`src/rtl/cc_reporter.sv`:
```
// -----------------------------------------------------------------------------
// cc_reporter
//
// Purpose:
//   Captures the processor cycle counter when the program halts (opcode 0)
//   and streams the captured value to a byte-wide UART transmitter,
//   least-significant byte first, using a start/done handshake. Exactly one
//   report is produced per program run; the block re-arms once a non-zero
//   opcode appears again after the report has finished.
//
// Ports:
//   i_clock      in   1                system clock, rising edge
//   i_reset      in   1                asynchronous reset, active low
//   i_opcode     in   OPCODE_LENGTH    current decoder opcode, 0 = halt
//   i_cuenta     in   CONTADOR_LENGTH  live cycle count
//   o_tx_data    out  BYTE_LENGTH      byte presented to the UART TX
//   o_tx_start   out  1                one-cycle transmit request
//   i_tx_done    in   1                one-cycle pulse: current byte sent
//   o_reportando out  1                high while a report is in progress
//   o_done       out  1                sticky "report complete" flag
// -----------------------------------------------------------------------------
module cc_reporter #(
    parameter int CONTADOR_LENGTH = 11,
    parameter int OPCODE_LENGTH   = 5,
    parameter int BYTE_LENGTH     = 8
) (
    input  logic                       i_clock,
    input  logic                       i_reset,
    input  logic [OPCODE_LENGTH-1:0]   i_opcode,
    input  logic [CONTADOR_LENGTH-1:0] i_cuenta,
    output logic [BYTE_LENGTH-1:0]     o_tx_data,
    output logic                       o_tx_start,
    input  logic                       i_tx_done,
    output logic                       o_reportando,
    output logic                       o_done
);

    // Number of bytes needed to carry the whole count.
    localparam int N_BYTES = (CONTADOR_LENGTH + BYTE_LENGTH - 1) / BYTE_LENGTH;
    localparam int IDX_W   = (N_BYTES > 1) ? $clog2(N_BYTES) : 1;
    localparam int EXT_W   = N_BYTES * BYTE_LENGTH;
    localparam logic [IDX_W-1:0] LAST_IDX = IDX_W'(N_BYTES - 1);

    typedef enum logic [2:0] {
        ST_IDLE,
        ST_ARMED,
        ST_LOAD,
        ST_SEND,
        ST_WAIT,
        ST_DONE
    } state_t;

    state_t                     state_reg;
    logic [CONTADOR_LENGTH-1:0] snapshot_reg;
    logic [IDX_W-1:0]           index_reg;

    logic                       opcode_halt;
    logic [EXT_W-1:0]           snapshot_ext;
    logic [BYTE_LENGTH-1:0]     byte_lane [N_BYTES];

    assign opcode_halt = (i_opcode == '0);

    // Zero-extend the snapshot to a whole number of bytes so the unused
    // upper bits of the most significant byte are transmitted as zeros.
    assign snapshot_ext = EXT_W'(snapshot_reg);

    // Split the extended snapshot into byte lanes; lane 0 is the LSB.
    generate
        for (genvar gi = 0; gi < N_BYTES; gi++) begin : g_lane
            assign byte_lane[gi] = snapshot_ext[gi*BYTE_LENGTH +: BYTE_LENGTH];
        end
    endgenerate

    // Single-process FSM with all outputs registered.
    //   o_tx_start is raised on the LOAD->SEND transition, so it is high for
    //   exactly the SEND cycle and drops automatically on the next edge.
    //   o_reportando is raised on entry to LOAD and dropped on WAIT->DONE,
    //   which covers LOAD, SEND and WAIT (including WAIT->LOAD loops).
    always_ff @(posedge i_clock or negedge i_reset) begin
        if (!i_reset) begin
            state_reg    <= ST_IDLE;
            snapshot_reg <= '0;
            index_reg    <= '0;
            o_tx_data    <= '0;
            o_tx_start   <= 1'b0;
            o_reportando <= 1'b0;
            o_done       <= 1'b0;
        end else begin
            o_tx_start <= 1'b0;

            case (state_reg)
                ST_IDLE: begin
                    // A halt seen before any instruction ran is not reported.
                    if (!opcode_halt) begin
                        state_reg <= ST_ARMED;
                    end
                end

                ST_ARMED: begin
                    // The counter holds during halt, so sampling on the halt
                    // edge captures every non-halt cycle of the run.
                    if (opcode_halt) begin
                        snapshot_reg <= i_cuenta;
                        index_reg    <= '0;
                        o_reportando <= 1'b1;
                        state_reg    <= ST_LOAD;
                    end
                end

                ST_LOAD: begin
                    o_tx_data  <= byte_lane[index_reg];
                    o_tx_start <= 1'b1;
                    state_reg  <= ST_SEND;
                end

                ST_SEND: begin
                    // i_tx_done is deliberately not looked at here: a done
                    // pulse coincident with the start request is stale.
                    state_reg <= ST_WAIT;
                end

                ST_WAIT: begin
                    // No timeout: the UART may take arbitrarily long.
                    if (i_tx_done) begin
                        if (index_reg == LAST_IDX) begin
                            o_reportando <= 1'b0;
                            o_done       <= 1'b1;
                            state_reg    <= ST_DONE;
                        end else begin
                            index_reg <= index_reg + 1'b1;
                            state_reg <= ST_LOAD;
                        end
                    end
                end

                ST_DONE: begin
                    // A new instruction means a new run: re-arm for it.
                    if (!opcode_halt) begin
                        o_done    <= 1'b0;
                        state_reg <= ST_ARMED;
                    end
                end

                default: begin
                    state_reg <= ST_IDLE;
                end
            endcase
        end
    end

endmodule
```
`config.mk`:
```
export PLATFORM = sky130hd
export DESIGN_NAME = cc_reporter
export DESIGN_NICKNAME = d
export VERILOG_FILES = /design/src/rtl/cc_reporter.sv
export SDC_FILE = /design/constraint.sdc
export NUM_CORES = 1
export LEC_CHECK = 0
export BUFFER_PORTS_ARGS = -buffer_cell sky130_fd_sc_hd__buf_2
export CORE_MARGIN = 10
export CORE_UTILIZATION = 49
export CTS_BUF_LIST = sky130_fd_sc_hd__clkbuf_4 sky130_fd_sc_hd__clkbuf_8
export CTS_CLUSTER_SIZE = 14
export DETAILED_ROUTE_END_ITERATION = 10
export GPL_TIMING_DRIVEN = 0
export PLACE_DENSITY = 0.84
export RECOVER_POWER = 25
export SKIP_CTS_REPAIR_TIMING = 1
export SYNTH_ARGS = -nofsm -noshare
export SYNTH_HDL_FRONTEND = slang
export SYNTH_SLANG_ARGS = --single-unit
```
`constraint.sdc`:
```
create_clock -name i_clock -period 1.6 [get_ports i_clock]
set_input_delay 0.24 -clock i_clock [delete_from_list [all_inputs] [get_ports i_clock]]
set_output_delay 0.24 -clock i_clock [all_outputs]
set_load 0.03 [all_outputs]
```
### Word level (Yosys, flattened, before mapping)

Cells that the tools add are included.
W data, S select, Z words.

| cells by class | value |
|---|---|
| eq/ne operators | 10 |
| bitwise logic cells | 1 |
| order comparisons | 1 |
| multiplexer cells | 21 |
| add/sub/neg operators | 1 |
| reductions and logical operators | 10 |

Operators with widths:

| operator | number |
|---|---|
| $mux W8 | 3 |
| $pmux W3 S5 | 1 |
| $mux W3 | 4 |
| $mux W1 | 10 |
| $ne A2 B2 Y1 const B | 5 |
| $reduce_and A4 Y1 | 2 |
| $eq A3 B2 Y1 const B | 2 |
| $eq A3 B3 Y1 const B | 2 |
| $pmux W1 S2 | 3 |
| $reduce_and A3 Y1 | 2 |
| $logic_not A5 Y1 | 1 |
| $reduce_bool A2 Y1 | 2 |
| $eq A3 B1 Y1 const B | 1 |
| $logic_not A3 Y1 | 1 |
| $ge A2 B2 Y1 const B | 1 |
| $not A1 Y2 | 1 |
| $reduce_and A2 Y1 | 1 |
| $reduce_or A2 Y1 | 1 |
| $add A1 B1 Y1 const B | 1 |

| storage, ports and cells | value |
|---|---|
| register bits | 26 |
| output and inout bits | 11 |
| logic and storage cells | 51 |

### Logic depth before layout (Yosys ltp)

| logic depth | value |
|---|---|
| depth in word-level cells | 4 |
| gate-level depth with buffers | 5 |
| gate-level depth less buffers | 4 |

### Worst setup path after synthesis

OpenSTA, ideal clock, no wires.

| path | value |
|---|---|
| path type | register to register |
| start | reg state_reg[1] |
| end | reg snapshot_reg[0] |
| data arrival time | 1339 ps |
| data required time | 1475 ps |
| setup time | 125 ps |
| setup slack | 136 ps |
| buffers on the path | 2 |
| clock period less this slack | 1464 ps |
| cell stages (with the launch flop) | 6 |
| cell sequence | dfrtp_1 buf_6 nor4b_4 nand2_2 buf_6 mux2_4 |

| on the way | value |
|---|---|
| word-level cells in the longest chain between the ends | 2 |

RTL lines:

| what | RTL line | text |
|---|---|---|
| from (decl) | 53 | `state_t state_reg;` |
| from (signal assigned) | 81 | `state_reg <= ST_IDLE;` |
| from (signal assigned) | 95 | `state_reg <= ST_ARMED;` |
| from (signal assigned) | 106 | `state_reg <= ST_LOAD;` |
| $eq A3 B1 Y1 | 91 | `case (state_reg)` |
| $reduce_and A2 Y1 (no source line) | - |  |
| to (signal assigned) | 103 | `snapshot_reg <= i_cuenta;` |
| to (decl) | 54 | `logic [CONTADOR_LENGTH-1:0] snapshot_reg;` |

Every way passes these cells.
A chain may end at the register's enable or synchronous reset.

### Final worst setup path

Ends and elaborated chain as after synthesis.

==> reports/qor.tcl <==
set qor(cell_count_final_fillers_out) 160
set qor(synth.avg_cell_area_um2) 12.3
set qor(synth_compound_area_share_pct) 9.93
set qor(cell_count_post_placement) 153
set qor(io_buffer_count) 29
set qor(totalWireLength_mm) 2.43
set qor(number_of_rows_created_at_floorplan) 17
set qor(utilization_pct) 63.3
set qor(floorplan.die_area_um2) 4790
set qor(synth-adder-area-share_pct) 0
set qor(antenna_left) 0
set qor(area_growth_syn_to_layout_pct) 20.4
set qor(series_of_cell_instances_along_the_critical_path) {buf_6 -> nor4b_4 -> nand2_2 -> buf_6 -> mux2_4}
set qor(antenna_cells) 0
set qor(final-setup-viol-count) 0
set qor(hpwl_mm) 1.87
set qor(grt-ovfl-total) 0
set qor(internal-power_mw) 1.04
set qor(power.clock.fraction_pct) 23.7
set qor(number_of_clock_sinks) 26
set qor(number_of_antenna_violations_at_the_first_check_in_global_routing) 0
set qor(fin_skew_ns) 0.00345
set qor(start_util_pct) 52.6
set qor(path_class) {register to register}
set qor(post-route-worst-setup-slack_ns) 0.0615
set qor(design.final.nets) 152
set qor(synth_mux_area_share_pct) 16.7
set qor(grt_usage_pct) 10.3
set qor(grt_max_degree) 27
set qor(cp_slowest_cell) {sky130_fd_sc_hd__dfrtp_1}
set qor(critical_path.endpoint_type) {register}
set qor(tightestPinTransition_ns) 0.632
set qor(number_of_register_bits_inferred_by_synthesis) 26
set qor(vias_in_the_first_global_route) 867
set qor(yosys_warnings) 0
set qor(yosysMostFrequentCell) {sky130_fd_sc_hd__dfrtp_1}
set qor(synth_simple_gate_area_share_pct) 14.0
set qor(drv.max_cap_violation_count) 0
set qor(edff_count_synth) 0
set qor(netlist.top_cell.by_area) {sky130_fd_sc_hd__dfrtp_1}
set qor(synth_top_family_by_area) {multiplexers}
set qor(drt_iter0_markers) 45
set qor(via_count) 833
set qor(worst_ep_arrival_ns) 1.76
set qor(fp.coreArea_um2) 2250
set qor(firstDrtPassIters) 4
set qor(grt_pass1_wl_mm) 4.22
set qor(tritoncts.num_buffers) 3
set qor(post_synth_main_area_contributors) {sky130_fd_sc_hd__dfrtp_1 55%, sky130_fd_sc_hd__mux2_4 11%, sky130_fd_sc_hd__nand2_1 5.1%, sky130_fd_sc_hd__mux2i_1 3.4%, sky130_fd_sc_hd__nand3b_1 3.2%}
set qor(seqPwrFrac_pct) 57.0
set qor(slowest_delay_ns) 0.40
set qor(clock_transition_at_the_registers_of_the_reported_paths_ns) 0.14
set qor(io_pins) 30
set qor(proportion_of_total_power_due_to_net_switching_pct) 25.6
set qor(synth_xor_xnor_area_share_pct) 0
set qor(drc) 0
set qor(post_drt_via_cell_ratio) 5.21
set qor(post-route-min-period_ns) 1.54
set qor(dieWidth_um) 69.2
set qor(report.final.slew_viol_count) 0
set qor(critPathMaxFanout) 10
set qor(leakage_nw) 0.756
set qor(timing_hold_violations_final) 0
set qor(startpoint_type) {register}
set qor(clkLatencyLatePin_ns) 0.32
set qor(clock_path_buffers) 2
set qor(period_share_pct) 96.2
set qor(ctsRootBufferMaster) {sky130_fd_sc_hd__clkbuf_4}
set qor(synth_top_cell_area_share_pct) 54.9
set qor(globalplace.congestion) 0.729
set qor(syn-num-nets) 115
set qor(synth_async_sr_flop_share_pct) 100
set qor(worst_hold_path_type) {input port to register}
set qor(power_density_nw_per_um2) 980
set qor(cts_max_level) 1
set qor(largest_register_ff_count) 11
set qor(outcome) {completed}
set qor(achievable-frequency_mhz) 650
set qor(timing.slew.headroom_pct) 57.9
set qor(synth_common_cells) {26 x sky130_fd_sc_hd__dfrtp_1, 16 x sky130_fd_sc_hd__nand2_1, 9 x sky130_fd_sc_hd__mux2_4}
set qor(drive_above_1_share_pct) 40.9
set qor(wirelength_per_cell_um) 15.2
set qor(gate_count_of_the_mapped_netlist) 96
set qor(power.combinational.fraction_pct) 19.3
set qor(netSwitchingPower_uw) 358
set qor(synth_seq_area_share_pct) 54.9
set qor(detailedPlace.worstSlack_ns) 0.0194
set qor(cts_tree) {built}
set qor(ir_worst_vdd_mv) 0.689
set qor(floorplan.die.height_um) 69.2
set qor(crit_path_frequent_cell) {sky130_fd_sc_hd__buf_6}
set qor(synth_area_um2) 1180
set qor(synthDistinctLibCells) 28
set qor(dominantRegCellSynth) {sky130_fd_sc_hd__dfrtp_1}
set qor(fillers) 198
set qor(fin_worst_hold_slack_ns) 0.137
set qor(critPathRequiredTime_ns) 1.82
[worst paths after layout]
kind                                     startpoint                     endpoint  slack (ns)  cells past startpoint
min in group asynchronous                   i_reset           o_done$_DFFE_PN0P_        0.44                      2
hold / removal                          i_cuenta[9]  snapshot_reg[9]$_DFFE_PN0P_        0.14                      2
max in group asynchronous                   i_reset     o_tx_data[0]$_DFFE_PN0P_        0.74                      2
setup / recovery           state_reg[1]$_DFFE_PN0P_  snapshot_reg[0]$_DFFE_PN0P_        0.06                      5
setup reg to reg           state_reg[1]$_DFFE_PN0P_  snapshot_reg[0]$_DFFE_PN0P_        0.06                      5
hold reg to reg            o_tx_data[6]$_DFFE_PN0P_     o_tx_data[6]$_DFFE_PN0P_        0.47                      2
[cell usage in the layout (no fill, tap or decap), types with 2 or more instances in the layout]
cell type,instances
sky130_fd_sc_hd__nand2_1,16
sky130_fd_sc_hd__buf_4,2
sky130_fd_sc_hd__mux2i_1,4
sky130_fd_sc_hd__buf_6,2
sky130_fd_sc_hd__o21ai_0,5
sky130_fd_sc_hd__buf_2,31
sky130_fd_sc_hd__clkbuf_4,3
sky130_fd_sc_hd__dfrtp_1,26
sky130_fd_sc_hd__mux2_2,2
sky130_fd_sc_hd__nor3b_1,2
sky130_fd_sc_hd__mux2_4,9
sky130_fd_sc_hd__nand3b_1,5
sky130_fd_sc_hd__a21oi_1,3
sky130_fd_sc_hd__a21boi_0,2
sky130_fd_sc_hd__inv_1,3
[worst max-delay path: cells and delay by family (launching register included)]
| family | cells | cell delay [ns] |
|---|---|---|
| buf+inv | 2 | 0.32 |
| mux | 1 | 0.30 |
| flops | 1 | 0.40 |
| simple gates | 2 | 0.42 |
[area by class of cell]
class,instances,area (um2),area share [%]
Clock buffer,4,36.3,2.54
Buffer,6,41.3,2.89
Timing Repair Buffer,32,170,11.9
Inverter,3,11.3,0.789
Tap cell,28,35.0,2.46
Multi-Input combinational cell,61,482,33.8
Sequential cell,26,651,45.6
[through the flow]
stage | instance area [um2] | power (mW) | setup TNS [ns]
after floorplan | 1180 | 0.990 | 0
after global placement | 1370 | 1.06 | 0
after detailed placement | 1370 | 1.08 | 0
after CTS | 1400 | 1.40 | -0.0287
after global routing | 1430 | 1.47 | -0.0437
final | 1430 | 1.40 | 0
[per-layer routing]
layer	GRT usage (%)	part of all wire, %
met1	12.0	43
met2	17.8	53
met3	1.14	2.7
met4	5.32	1.7
met5	0	0
[power groups by stage]
stage,Clock [mW],Sequential (mW),Combinational (mW)
floorplan,0,0.835,0.155
global placement,0,0.805,0.259
detailed placement,0,0.812,0.269
CTS,0.335,0.798,0.271
global route,0.361,0.812,0.295
finish,0.331,0.797,0.270
[cell families (layout without fill, tap and decap cells)]
logic type,count (synthesis),in the layout
AOI/OAI and AO/OA,17,17
buffers and inverters,9,45
DFF,26,26
muxes,15,15
and+or+nand+nor,29,29
Power figures use the tool's default switching activity.
